[src/rtl/sha256_msg_loader.sv]
// sha256_msg_loader: pads a single-block message into sha256_core, starts it and streams the digest back
module sha256_msg_loader #(
  parameter logic [6:0] P_W_BASE      = 7'd0,
  parameter logic [6:0] P_STATUS_ADDR = 7'd96,
  parameter logic [6:0] P_DIGEST_BASE = 7'd64,
  parameter int         P_TIMEOUT     = 1023
) (
  input  logic       i_clk,
  input  logic       i_rst_n,
  input  logic       i_cmd_valid,
  input  logic [6:0] i_cmd_len,
  output logic       o_cmd_ready,
  input  logic       i_s_valid,
  input  logic [7:0] i_s_data,
  output logic       o_s_ready,
  output logic       o_d_valid,
  output logic [7:0] o_d_data,
  output logic       o_d_last,
  input  logic       i_d_ready,
  output logic       o_err,
  output logic       o_busy,
  output logic [6:0] o_core_addr,
  output logic [7:0] o_core_data,
  output logic       o_core_we,
  input  logic [7:0] i_core_rdata,
  input  logic       i_core_irq
);
  localparam int LP_TW = $clog2(P_TIMEOUT + 1);
  typedef enum logic [2:0] {S_IDLE, S_LOAD, S_PAD, S_START, S_WAIT_LO, S_WAIT_HI, S_READ} state_t;
  state_t           r_state, w_next;
  logic [6:0]       r_k, r_len;
  logic [4:0]       r_j;
  logic [LP_TW-1:0] r_tmr;
  logic             r_d_valid, r_err;
  logic [7:0]       r_d_data;
  logic             w_err_set, w_s_xfer, w_d_xfer, w_tmo, w_wait;
  logic [9:0]       w_bits;
  logic [7:0]       w_pad;
  assign w_bits      = {r_len, 3'd0};
  assign w_pad       = r_k == r_len ? 8'h80 : r_k == 7'd62 ? {6'd0, w_bits[9:8]} : r_k == 7'd63 ? w_bits[7:0] : 8'h00;
  assign o_cmd_ready = r_state == S_IDLE;
  assign o_s_ready   = r_state == S_LOAD;
  assign o_busy      = r_state != S_IDLE;
  assign w_s_xfer    = i_s_valid && o_s_ready;
  assign w_d_xfer    = r_d_valid && i_d_ready;
  assign w_tmo       = r_tmr == LP_TW'(P_TIMEOUT - 1);
  assign w_wait      = r_state == S_WAIT_LO || r_state == S_WAIT_HI;
  assign o_d_valid   = r_d_valid;
  assign o_d_data    = r_d_data;
  assign o_d_last    = r_d_valid && r_j == 5'd31;
  assign o_err       = r_err;
  // State register
  always_ff @(posedge i_clk or negedge i_rst_n) begin
    if (!i_rst_n) r_state <= S_IDLE;
    else r_state <= w_next;
  end
  // Next state and core bus drive; the bus stays quiet while waiting so the core keeps running
  always_comb begin
    w_next      = r_state;
    w_err_set   = 1'b0;
    o_core_we   = 1'b0;
    o_core_addr = 7'd0;
    o_core_data = 8'd0;
    case (r_state)
      S_IDLE:
        if (i_cmd_valid) begin
          if (i_cmd_len > 7'd55) w_err_set = 1'b1;
          else w_next = i_cmd_len == 7'd0 ? S_PAD : S_LOAD;
        end
      S_LOAD: begin
        o_core_we   = w_s_xfer;
        o_core_addr = w_s_xfer ? P_W_BASE + 7'd63 - r_k : 7'd0;
        o_core_data = w_s_xfer ? i_s_data : 8'd0;
        if (w_s_xfer && r_k == r_len - 7'd1) w_next = S_PAD;
      end
      S_PAD: begin
        o_core_we   = 1'b1;
        o_core_addr = P_W_BASE + 7'd63 - r_k;
        o_core_data = w_pad;
        if (r_k == 7'd63) w_next = S_START;
      end
      S_START: begin
        o_core_we   = 1'b1;
        o_core_addr = P_STATUS_ADDR;
        o_core_data = 8'h01;
        w_next      = S_WAIT_LO;
      end
      S_WAIT_LO:
        if (!i_core_irq) w_next = S_WAIT_HI;
        else if (w_tmo) begin
          w_err_set = 1'b1;
          w_next    = S_IDLE;
        end
      S_WAIT_HI:
        if (i_core_irq) w_next = S_READ;
        else if (w_tmo) begin
          w_err_set = 1'b1;
          w_next    = S_IDLE;
        end
      S_READ: begin
        o_core_addr = P_DIGEST_BASE + 7'd31 - {2'd0, r_j};
        if (w_d_xfer && r_j == 5'd31) w_next = S_IDLE;
      end
      default: w_next = S_IDLE;
    endcase
  end
  // Byte counters, wait timer, latched length, digest output register and error pulse
  always_ff @(posedge i_clk or negedge i_rst_n) begin
    if (!i_rst_n) begin
      r_k       <= 7'd0;
      r_len     <= 7'd0;
      r_j       <= 5'd0;
      r_tmr     <= '0;
      r_err     <= 1'b0;
      r_d_valid <= 1'b0;
      r_d_data  <= 8'd0;
    end else begin
      r_err     <= w_err_set;
      r_len     <= o_cmd_ready && i_cmd_valid ? i_cmd_len : r_len;
      r_k       <= r_state == S_IDLE ? 7'd0 : (w_s_xfer || r_state == S_PAD) ? r_k + 7'd1 : r_k;
      r_tmr     <= w_wait && w_next == r_state ? r_tmr + LP_TW'(1) : '0;
      r_j       <= r_state == S_IDLE ? 5'd0 : (r_state == S_READ && w_d_xfer) ? r_j + 5'd1 : r_j;
      r_d_valid <= r_state == S_READ && !w_d_xfer;
      r_d_data  <= r_state == S_READ && !r_d_valid ? i_core_rdata : r_d_data;
    end
  end
endmodule
[config.mk]
export PLATFORM = sky130hd
export DESIGN_NAME = sha256_msg_loader
export DESIGN_NICKNAME = d
export VERILOG_FILES = /design/src/rtl/sha256_msg_loader.sv
export SDC_FILE = /design/constraint.sdc
export NUM_CORES = 1
export LEC_CHECK = 0
export ABC_CLOCK_PERIOD_IN_PS = 2300
export BUFFER_PORTS_ARGS = -buffer_cell sky130_fd_sc_hd__buf_4
export CAP_MARGIN = 20
export CORE_AREA = 8 8 104 78
export CTS_BUF_LIST = sky130_fd_sc_hd__clkbuf_4
export DETAILED_ROUTE_END_ITERATION = 12
export DIE_AREA = 0 0 112 86
export HOLD_SLACK_MARGIN = 0.08
export RECOVER_POWER = 25
export SYNTH_ARGS = -nofsm -noshare
export SYNTH_HDL_FRONTEND = slang
export SYNTH_SLANG_ARGS = --single-unit
[constraint.sdc]
create_clock -name i_clk -period 2.3 [get_ports i_clk]
set_input_delay 0.115 -clock i_clk [delete_from_list [all_inputs] [get_ports i_clk]]
set_output_delay 0.115 -clock i_clk [all_outputs]
set_load 0.03 [all_outputs]
### Yosys cells after proc, flatten, opt, wreduce, memory -nomap -nowiden

Cells that the tools add are included.

* flip-flop bits (word level): 42
* bits of input ports: 29
* output and inout bits: 30
* word-level logic and storage cells: 77

* add/sub/neg operators: 6
* magnitude comparators: 1
* equality and inequality tests: 13
* muxes and demuxes: 29
* reduce and logical (&&, ||, !) cells: 20

Operators by type and width (number)
* 8-bit 2-to-1 mux: 4
* 7-bit one-hot mux with 4 select lines: 1
* 3-bit 2-to-1 mux: 8
* 8-bit one-hot mux with 3 select lines: 1
* 7-bit 2-to-1 mux: 3
* 3-bit one-hot mux with 7 select lines: 1
* 7-bit by 6-bit equality test with 1-bit output (second input constant): 2
* 7-bit equality test: 2
* 10-bit by 1-bit adder with 10-bit output (second input constant): 1
* 10-bit equality test (second input constant): 1
* 1-bit logical AND: 10
* 10-bit 2-to-1 mux: 1
* 5-bit 2-to-1 mux: 2
* 3-bit equality test (second input constant): 3
* 7-bit by 1-bit adder with 7-bit output (second input constant): 1
* 7-bit by 6-bit > comparator with 1-bit output (second input constant): 1
* 7-bit logical NOT: 1
* 6-bit by 7-bit subtractor with 7-bit output (first input constant): 1
* 7-bit by 1-bit subtractor with 7-bit output (second input constant): 1
* 7-bit by 5-bit subtractor with 7-bit output (first input constant): 1
* 3-bit by 2-bit equality test with 1-bit output (second input constant): 2
* 5-bit by 1-bit adder with 5-bit output (second input constant): 1
* 5-bit equality test (second input constant): 1
* 1-bit 2-to-1 mux: 5
* other kinds (11): 14

### Longest topological paths before layout

Gate-level depths: netlist (run 1).

* word-level depth: 8
* gate-level depth with buffers: 8
* mapped depth without buffers: 8

### Worst setup path before layout (run 1)

Ideal clock, no wire load.

* kind: register to output
* from: register r_len[2]
* to: output o_core_data[7]
* arrival: 1897 ps
* required time: 2185 ps
* path slack: 288 ps
* cell stages (with the launch flop): 7
* path buffers: 1
* cell sequence: dfrtp_1 > clkbuf_1 > xnor2_1 > nand4_1 > nor3_1 > a21oi_1 > o21ai_0

* word-level cells in the longest chain between the ends: 3

RTL lines
* start: declaration: line 31 `logic [6:0] r_k, r_len;`
* start signal: assignment: line 119 `r_len <= o_cmd_ready && i_cmd_valid ? i_cmd_len : r_len;`
* 7-bit equality test: line 40 `assign w_pad = r_k == r_len ? 8'h80 : r_k == 7'd62 ? {6'd0, w_bits[9:8]} : r_k == 7'd63 ? w_bits[7:0] : 8'h00;`
* 8-bit 2-to-1 mux: line 40
* 8-bit one-hot mux with 3 select lines: line 64 `case (r_state)`
* end: declaration: line 23 `output logic [7:0] o_core_data,`

No other way between the ends.

### Worst setup path after layout (run 1)

* from: register r_k[5]
* to: output o_core_data[1]

* word-level cells in the longest chain between the ends: 4
* elaborated cells on any way between the ends: 5
* classes of those cells: eq/ne (2); mux (3)

RTL lines
* start: declaration: line 31
* start signal: assignment: line 120 `r_k <= r_state == S_IDLE ? 7'd0 : (w_s_xfer || r_state == S_PAD) ? r_k + 7'd1 : r_k;`
* 7-bit by 6-bit equality test with 1-bit output: line 40
* 8-bit 2-to-1 mux: line 40
* 8-bit 2-to-1 mux (*): line 40
* 8-bit one-hot mux with 3 select lines (*): line 64

Every way passes the cells marked *; elsewhere a longest branch is shown, timed or not.

==> impl_metrics.json, run 1 <==
{
  "syn_inst": 269,
  "synthTopCellsByCount": "dfrtp_1 (42), nor2_1 (32), nand2_1 (18)",
  "post-route-drc-count": 0,
  "io_pins": 59,
  "synth.net_count": 305,
  "ys.flop_type": "dfrtp_1",
  "yosysWarningCount": 0,
  "tns_ps": 0,
  "p_leak_nw": 1.48,
  "grt_use_total_pct": 14.6,
  "ys_ff_latch": 42,
  "slew-limit-headroom_pct": 29.0,
  "r2r_end": "r_state[1]",
  "fp.dieH_um": 86,
  "timing.critical_path.to": "o_core_data[1]",
  "yosysUniqueCellTypes": 50,
  "cts-root-buf": "clkbuf_4",
  "area_growth_pct": 33.8,
  "numPortBuffers": 58,
  "worstMarginPinSlew_ps": 1060,
  "final-max-slew-violation-count": 0,
  "first_global_vias": 2261,
  "yosysSeqAreaShare_pct": 41.7,
  "total_power_mw": 3.69,
  "synth_top_cell_by_area": "dfrtp_1",
  "place_ws_ps": 322,
  "dieArea_um2": 9630,
  "grt_pass1_wl_um": 11500,
  "cts.sinks": 42,
  "vias": 2266,
  "worstSkewPairLatency_ps": 360,
  "final_layout_size_suffix_gt1_share_pct": 32.6,
  "worst_ir_drop_vdd_mv": 0.426,
  "crit_start": "r_k[5]",
  "wl_per_cell_um": 15.8,
  "timing.final.crit_share_pct": 96.1,
  "grt.overflow.total": 0,
  "finalClockSkew_ps": 16.3,
  "wl_um": 6820,
  "synth_edf_count": 0,
  "ys_top_cells_by_area": "dfrtp_1 (42%), mux2_2 (5.8%), xnor2_1 (5.6%)",
  "cp-end-kind": "output pin",
  "htreeDepth": 2,
  "gp_congestion": 0.870,
  "dr.pass1.iters": 4,
  "ctsLongestPathBuffers": 2,
  "rr_worst_depth": 6,
  "synthesis.area_um2": 2520,
  "hp-class": "primary input to flip-flop",
  "final_hold_viol_count": 0,
  "tritoncts": "done",
  "coreArea_um2": 6510,
  "via_per_inst": 5.26,
  "antennaDiodeCount": 0,
  "cp-start-kind": "flip-flop",
  "synth.most_common_cell": "dfrtp_1",
  "drtIter0Drc": 74,
  "power.density_nw_per_um2": 1090,
  "chipWidth_um": 112,
  "syn_area_per_cell_um2": 9.36,
  "postRouteAntennaNets": 0,
  "fp-row-count": 25,
  "final_util_pct": 51.8,
  "grt_max_degree": 43,
  "setup_viol": 0,
  "setup_ws_ps": 89.8,
  "critPathMaxFanout": 7,
  "cp.arrival_ps": 2100,
  "cap_violations": 0,
  "layout.nets": 385,
  "initial_core_util_pct": 38.7,
  "path_clk_slew_ps": 140,
  "fmax_ghz": 0.452,
  "antenna_found_initial": 0,
  "numCtsBuffers": 5,
  "dpl.hpwl_um": 5150,
  "timing.rr.start": "r_len[0]",
  "ff2ff_setup_slack_ps": 310,
  "rsz0062_at_grt": "false",
  "status": "completed",
  "crit_type": "flip-flop to output pin",
  "synthArstFlopShare_pct": 100,
  "synth_top_cell_area_share_pct": 41.7,
  "worstPathRequired_ps": 2180,
  "post-route-min-period_ps": 2210
}
-- critical path: stages, from the launching register on --
cell and delay [ps]:
dfrtp_1 510, xnor2_1 210, nand4_1 170, nor3_4 230
and4b_1 250, a22o_1 200, buf_4 170
-- registers in the layout (all words and copies together), names as in the netlist --
| name | count |
|---|---|
| r_state | 3 |
| o_err | 1 |
| o_d_data | 8 |
| r_k | 7 |
| r_j | 5 |
| o_d_valid | 1 |
| r_tmr | 10 |
| r_len | 7 |
-- where the power goes --
| part | switching [mW] | internal, mW |
|---|---|---|
| clock | 0.267 | 0.119 |
| sequential | 0.257 | 0.945 |
| combinational | 1.20 | 0.902 |
-- metrics by stage --
step | instance area (um^2) | hold slack (ps) | cells
final | 3370 | 173 | 431
after global routing | 3370 | 161 | 431
after CTS | 3290 | 162 | 426
after detailed placement | 3040 | 142 | 401
after global placement | 3040 | 138 | 401
after floorplan | 2520 | -181 | 269
-- repair_timing --
action                     CTS  global route
hold buffers                17             0
hold endpoints to repair    58             0
pin swaps                    1             1
buffers inserted             0             5
setup endpoints to repair    6             7
resized for setup            4            13
-- how the worst min path moves through the flow --
stage / start / end / cells past startpoint
detailed placement: i_rst_n / r_tmr[2] / 1
CTS: i_core_irq / r_state[1] / 4
floorplan: i_rst_n / o_d_data[0] / 0
global route: i_core_irq / r_state[1] / 4
finish: i_core_irq / r_state[1] / 4
global placement: i_rst_n / r_tmr[2] / 1
-- placed cells by master, fill, tap and decap left out, types with 8 or more instances in the layout --
master and count:
a21oi_1 11, buf_4 66, dfrtp_1 36, dlygate4sd3_1 17, inv_1 10, mux2_2 13
nand2_1 18, nand3_1 12, nand4_1 8, nor2_1 31, o21ai_0 12, xnor2_1 14
xor2_1 9
-- metal layers --
metal  part of all wire, %  up-vias  GRT usage (%)  wire length, um
li1                      -     1118              -                -
met1                    50     1078           20.3             3380
met2                    44       65           22.0             2990
met3                   5.9        5           4.21              399
met4                  0.62        0           2.93               42
met5                     0        -              0                0
-- layout make-up --
type,instances,area [um^2]
clock buffer,5,37.5
tap,81,101
fill,629,3140
multi-input combinational,205,1430
clock inverter,3,21.3
sequential,42,1060
inverter,10,37.5
timing repair buffer,85,682
-- logic make-up (layout without fill, tap and decap cells) --
group,count (synthesis),in the layout,synth area share (%)
buffers and inverters,22,103,3.63
and+or+nand+nor,107,107,22.1
DFF,42,42,41.7
xor gates and xnor gates,26,26,9.04
adders and majority gates,7,7,3.48
AOI/OAI and AO/OA,52,52,14.2
muxes,13,13,5.81
Note: power is estimated with default switching activity, not from simulation.
==> run 2, diff against run 1 <==
==> constraint.sdc (replaced) <==
create_clock -name i_clk -period 2.3 [get_ports i_clk]
set_input_delay 0.23 -clock i_clk [delete_from_list [all_inputs] [get_ports i_clk]]
set_output_delay 0.23 -clock i_clk [all_outputs]
set_load 0.03 [all_outputs]
==> impl_metrics.json, run 2 (synthesis gave the netlist of run 1 again) <==
{
  "status": "complete, but fails checks",
  "violations": "negative setup slack",
  "antennaDiodeCount": 0,
  "min_delay_path_depth": 2,
  "io_pins": 59,
  "finalClockSkew_ps": 13.8,
  "fill_cells": 615,
  "final_hold_viol_count": 0,
  "cp.arrival_ps": 2080,
  "grt.busiest_layer": "met2",
  "wl_um": 6890,
  "path_clk_slew_ps": 140,
  "final_common_cell": "buf_4",
  "cp-start-kind": "flip-flop",
  "timing.rr.start": "r_len[1]",
  "grt_use_total_pct": 14.2,
  "grt_pass1_wl_um": 11100,
  "htreeDepth": 2,
  "fmax_ghz": 0.434,
  "total_power_mw": 3.80,
  "worstSkewPairLatency_ps": 370,
  "setup_ws_ps": -6.59,
  "post-route-drc-count": 0,
  "gp_congestion": 0.832,
  "power.density_nw_per_um2": 1110,
  "cts.sinks": 42,
  "largest_reg_flops": 10,
  "dpl.hpwl_um": 5120,
  "rr_worst_depth": 6,
  "rsz0062_at_grt": "true",
  "fp.dieH_um": 86,
  "final-max-slew-violation-count": 0,
  "post-route-min-period_ps": 2310,
  "dr.pass1.iters": 4,
  "area_growth_pct": 36.3,
  "ff2ff_setup_slack_ps": 230,
  "final_cell_mix": "buf_4 (71), dfrtp_1 (35), nor2_1 (32)",
  "worstMarginPinSlew_ps": 1070,
  "grt.overflow.total": 0,
  "fp-row-count": 25,
  "setup_viol": 1,
  "worstPathRequired_ps": 2070,
  "numPortBuffers": 58,
  "p_leak_nw": 1.52,
  "tns_ps": -6.59,
  "cap_violations": 0,
  "hp-class": "primary input to flip-flop",
  "cp-end-kind": "output pin",
  "final_layout_size_suffix_gt1_share_pct": 35.9,
  "timing.final.crit_share_pct": 100,
  "vias": 2277,
  "postRouteAntennaNets": 0,
  "numCtsBuffers": 5,
  "via_per_inst": 5.23,
  "place_ws_ps": 222,
  "layout.nets": 389,
  "tritoncts": "done",
  "coreArea_um2": 6510,
  "worst_ir_drop_vdd_mv": 0.502,
  "critPathMaxFanout": 7,
  "drtIter0Drc": 127,
  "wl_per_cell_um": 15.8,
  "hold_path.startpoint": "i_core_rdata[6]",
  "ctsLongestPathBuffers": 2,
  "dieArea_um2": 9630,
  "initial_core_util_pct": 38.7,
  "grtUsageMet2_pct": 21.0,
  "grt_use_met3_pct": 4.07,
  "antenna_found_initial": 0,
  "min_to": "o_d_data[6]",
  "first_global_vias": 2219,
  "crit_type": "flip-flop to output pin",
  "max_flop_register": "r_tmr",
  "cts-root-buf": "clkbuf_4",
  "grt_max_degree": 43,
  "chipWidth_um": 112,
  "r2r_end": "r_state[0]",
  "slew-limit-headroom_pct": 28.5,
  "grt_use_met1_pct": 19.4
}
## run 2: cell types whose count changed in the layout (fill, tap and decap cells not counted), moves of 2 or more
cell,delta
buf_4,+5
xnor2_1,-2
dlygate4sd3_1,-7
buf_6,+6
xnor2_2,+2
## run 2: critical path, cell delays in order (launching register included)
cell and delay (ps):
dfrtp_2 500, xnor2_2 190, nand4_1 170, nor3_4 240, and4b_2 270, a22o_1 210
buf_6 140
## run 2: report_power, final
part           internal [mW]  switching [mW]
Clock                  0.114           0.257
Combinational          0.984            1.29
Sequential             0.944           0.210
Total                   2.04            1.75
## run 2: area by class of cell
cell class | count | area, um^2 | area share, %
clock buffer | 5 | 37.5 | 1.09
inverter | 10 | 37.5 | 1.09
tap | 81 | 101 | 2.95
clock inverter | 3 | 16.3 | 0.474
timing repair buffer | 89 | 717 | 20.9
multi-input combinational | 205 | 1460 | 42.6
sequential | 42 | 1060 | 30.9
## run 2: routing by layer
metal / up-vias / wire length [um]
met5: - / 0
met4: 0 / 94
met3: 12 / 433
met2: 63 / 3050
met1: 1075 / 3310
li1: 1127 / -
## run 2: worst max-delay path by stage
stage / start / end / slack, ps / depth (start not counted)
global placement: r_k[4] / o_core_data[1] / 230 / 6
detailed placement: r_k[3] / o_core_data[1] / 220 / 6
CTS: r_len[0] / o_core_data[1] / -40 / 7
floorplan: r_len[2] / o_core_data[7] / 170 / 6
global route: r_state[0] / o_core_data[6] / -120 / 5
finish: r_k[5] / o_core_data[1] / -7 / 6
## run 2: timing repair
action                                  CTS  global route
pin swaps                                 1            10
setup buffers                             0            13
endpoints found under the hold margin    49             2
endpoints found under the setup margin   11             9
hold buffers                              8             2
cloned                                    0             0
gates resized for setup                  11            18
## run 2: stage by stage
stage	utilization, %	area, um^2	std cells	hold WS (ps)
floorplan	-	2520	269	-65.6
global placement	47.1	3060	404	262
detailed placement	47.1	3060	404	258
CTS	49.9	3250	420	81.0
global route	52.8	3430	435	84.5
finish	52.8	3430	435	96.9
==> run 3, diff against run 2 <==
Settings changed: CORE_AREA 8 8 104 78 to 8 8 90 68, DIE_AREA 0 0 112 86 to 0 0 98 76, PLACE_DENSITY from default to 0.8.
==> impl_metrics.json, run 3 (synthesis gave the netlist of run 1 again) <==
{
  "gp_congestion": 0.900,
  "grt.busiest_layer": "met2",
  "max_flop_register": "r_tmr",
  "fill_cells": 350,
  "area_growth_pct": 33.5,
  "cp-start-kind": "flip-flop",
  "post-route-min-period_ps": 2370,
  "rsz0062_at_grt": "true",
  "dieArea_um2": 7450,
  "violations": "negative setup slack",
  "dr.pass1.iters": 7,
  "setup_viol": 6,
  "via_per_inst": 5.87,
  "chipWidth_um": 98,
  "grt_max_degree": 43,
  "p_leak_nw": 1.49,
  "grtUsageMet2_pct": 25.5,
  "wl_um": 7400,
  "timing.rr.start": "r_state[1]",
  "fp-row-count": 22,
  "final-max-slew-violation-count": 0,
  "grt.overflow.total": 0,
  "grt_use_total_pct": 18.1,
  "cp_cell_sequence": "xnor2_2 -> nand4_1 -> nor3_4 -> and4b_1 -> a22o_1 -> buf_6",
  "grt_use_met1_pct": 25.5,
  "numCtsBuffers": 5,
  "setup_ws_ps": -65.3,
  "cp-end-kind": "output pin",
  "power.density_nw_per_um2": 1170,
  "io_pins": 59,
  "postRouteAntennaNets": 0,
  "status": "complete, but fails checks",
  "initial_core_util_pct": 51.7,
  "slew-limit-headroom_pct": 31.5,
  "cpPeakStageDelay_ps": 500,
  "post-route-drc-count": 0,
  "fmax_ghz": 0.423,
  "wl_per_cell_um": 18.2,
  "final_hold_viol_count": 0,
  "antennaDiodeCount": 0,
  "worst_ir_drop_vdd_mv": 0.770,
  "final_layout_size_suffix_gt1_share_pct": 36.3,
  "htreeDepth": 2,
  "first_global_vias": 2254,
  "cp.arrival_ps": 2140,
  "ctsLongestPathBuffers": 2,
  "largest_reg_flops": 10,
  "final_area_um2": 3360,
  "vias": 2389,
  "timing.final.crit_share_pct": 103,
  "worstPathRequired_ps": 2070,
  "antenna_found_initial": 0,
  "layout.nets": 382,
  "cap_violations": 0,
  "grt_pass1_wl_um": 11100,
  "finalClockSkew_ps": 16.5,
  "final_cell_mix": "buf_4 (73), dfrtp_1 (32), nor2_1 (31)",
  "hold_path.startpoint": "i_cmd_len[0]",
  "tns_ps": -294,
  "worstSkewPairLatency_ps": 370,
  "cts-root-buf": "clkbuf_4",
  "fp.dieH_um": 76,
  "dp_cells": 382,
  "final_common_cell": "buf_4",
  "cp_slowest_cell": "dfrtp_2",
  "drtIter0Drc": 181,
  "grt_use_met3_pct": 5.20,
  "dpl-instance-area_um2": 3030,
  "critPathMaxFanout": 6,
  "fin_cells": 407,
  "cts.sinks": 42,
  "crit_type": "flip-flop to output pin",
  "numPortBuffers": 58,
  "crit_start": "r_len[3]",
  "dpl.hpwl_um": 5180,
  "hp-class": "primary input to flip-flop",
  "total_power_mw": 3.95,
  "worstMarginPinSlew_ps": 1030,
  "coreArea_um2": 4870,
  "tritoncts": "done",
  "path_clk_slew_ps": 150
}
run 3: where the power goes:
group / switching, mW / leakage, nW / internal, mW
Combinational: 1.29 / 0.909 / 0.942
Sequential: 0.262 / 0.536 / 0.948
Clock: 0.271 / 0.0456 / 0.231
Total: 1.82 / 1.49 / 2.12
run 3: final timing paths:
path                       slack [ps]        endpoint  cells after the start
hold reg to reg                   530     o_d_data[2]                      1
setup reg to reg                  180        r_len[6]                      7
setup / recovery                  -70  o_core_data[1]                      6
hold / removal                     90        r_len[0]                      3
max in group asynchronous        1040          r_k[5]                      2
min in group asynchronous         560          r_j[3]                      2
run 3: metal layers:
metal / part of all wire [%] / vias to the layer above
li1: - / 1105
met1: 44 / 1144
met2: 45 / 122
met3: 9.2 / 18
met4: 1.7 / 0
met5: 0 / -
run 3: final cells by class:
cell class,count,area (um^2),share of cell area (%)
Clock buffer,5,37.5,1.12
Clock inverter,3,43.8,1.30
Inverter,10,37.5,1.12
Multi-Input combinational cell,205,1470,43.7
Sequential cell,42,1060,31.6
Tap cell,60,75.1,2.23
Timing Repair Buffer,82,634,18.9
run 3: what timing repair did:
item | CTS | global route
buffers inserted | 0 | 10
gates resized for setup | 13 | 13
pin swaps | 2 | 3
hold endpoints to repair | 43 | 5
setup endpoints to repair | 12 | 7
hold buffers | 2 | 5
run 3: through the flow:
| stage | setup WS (ps) | hold slack [ps] | utilization, % |
|---|---|---|---|
| floorplan | 173 | -65.6 | - |
| global placement | 192 | 252 | 62.1 |
| detailed placement | 142 | 251 | 62.1 |
| CTS | -22.9 | 83.5 | 65.3 |
| global route | -142 | 80.8 | 69.0 |
| finish | -65.3 | 90.5 | 69.0 |
run 3: worst max-delay path: cells and delay by family (launching register included):
kind	cells	cell delay, ps
simple gates	3	720
buf+inv	1	140
flops	1	500
compound gates	1	190
xor+xnor	1	210
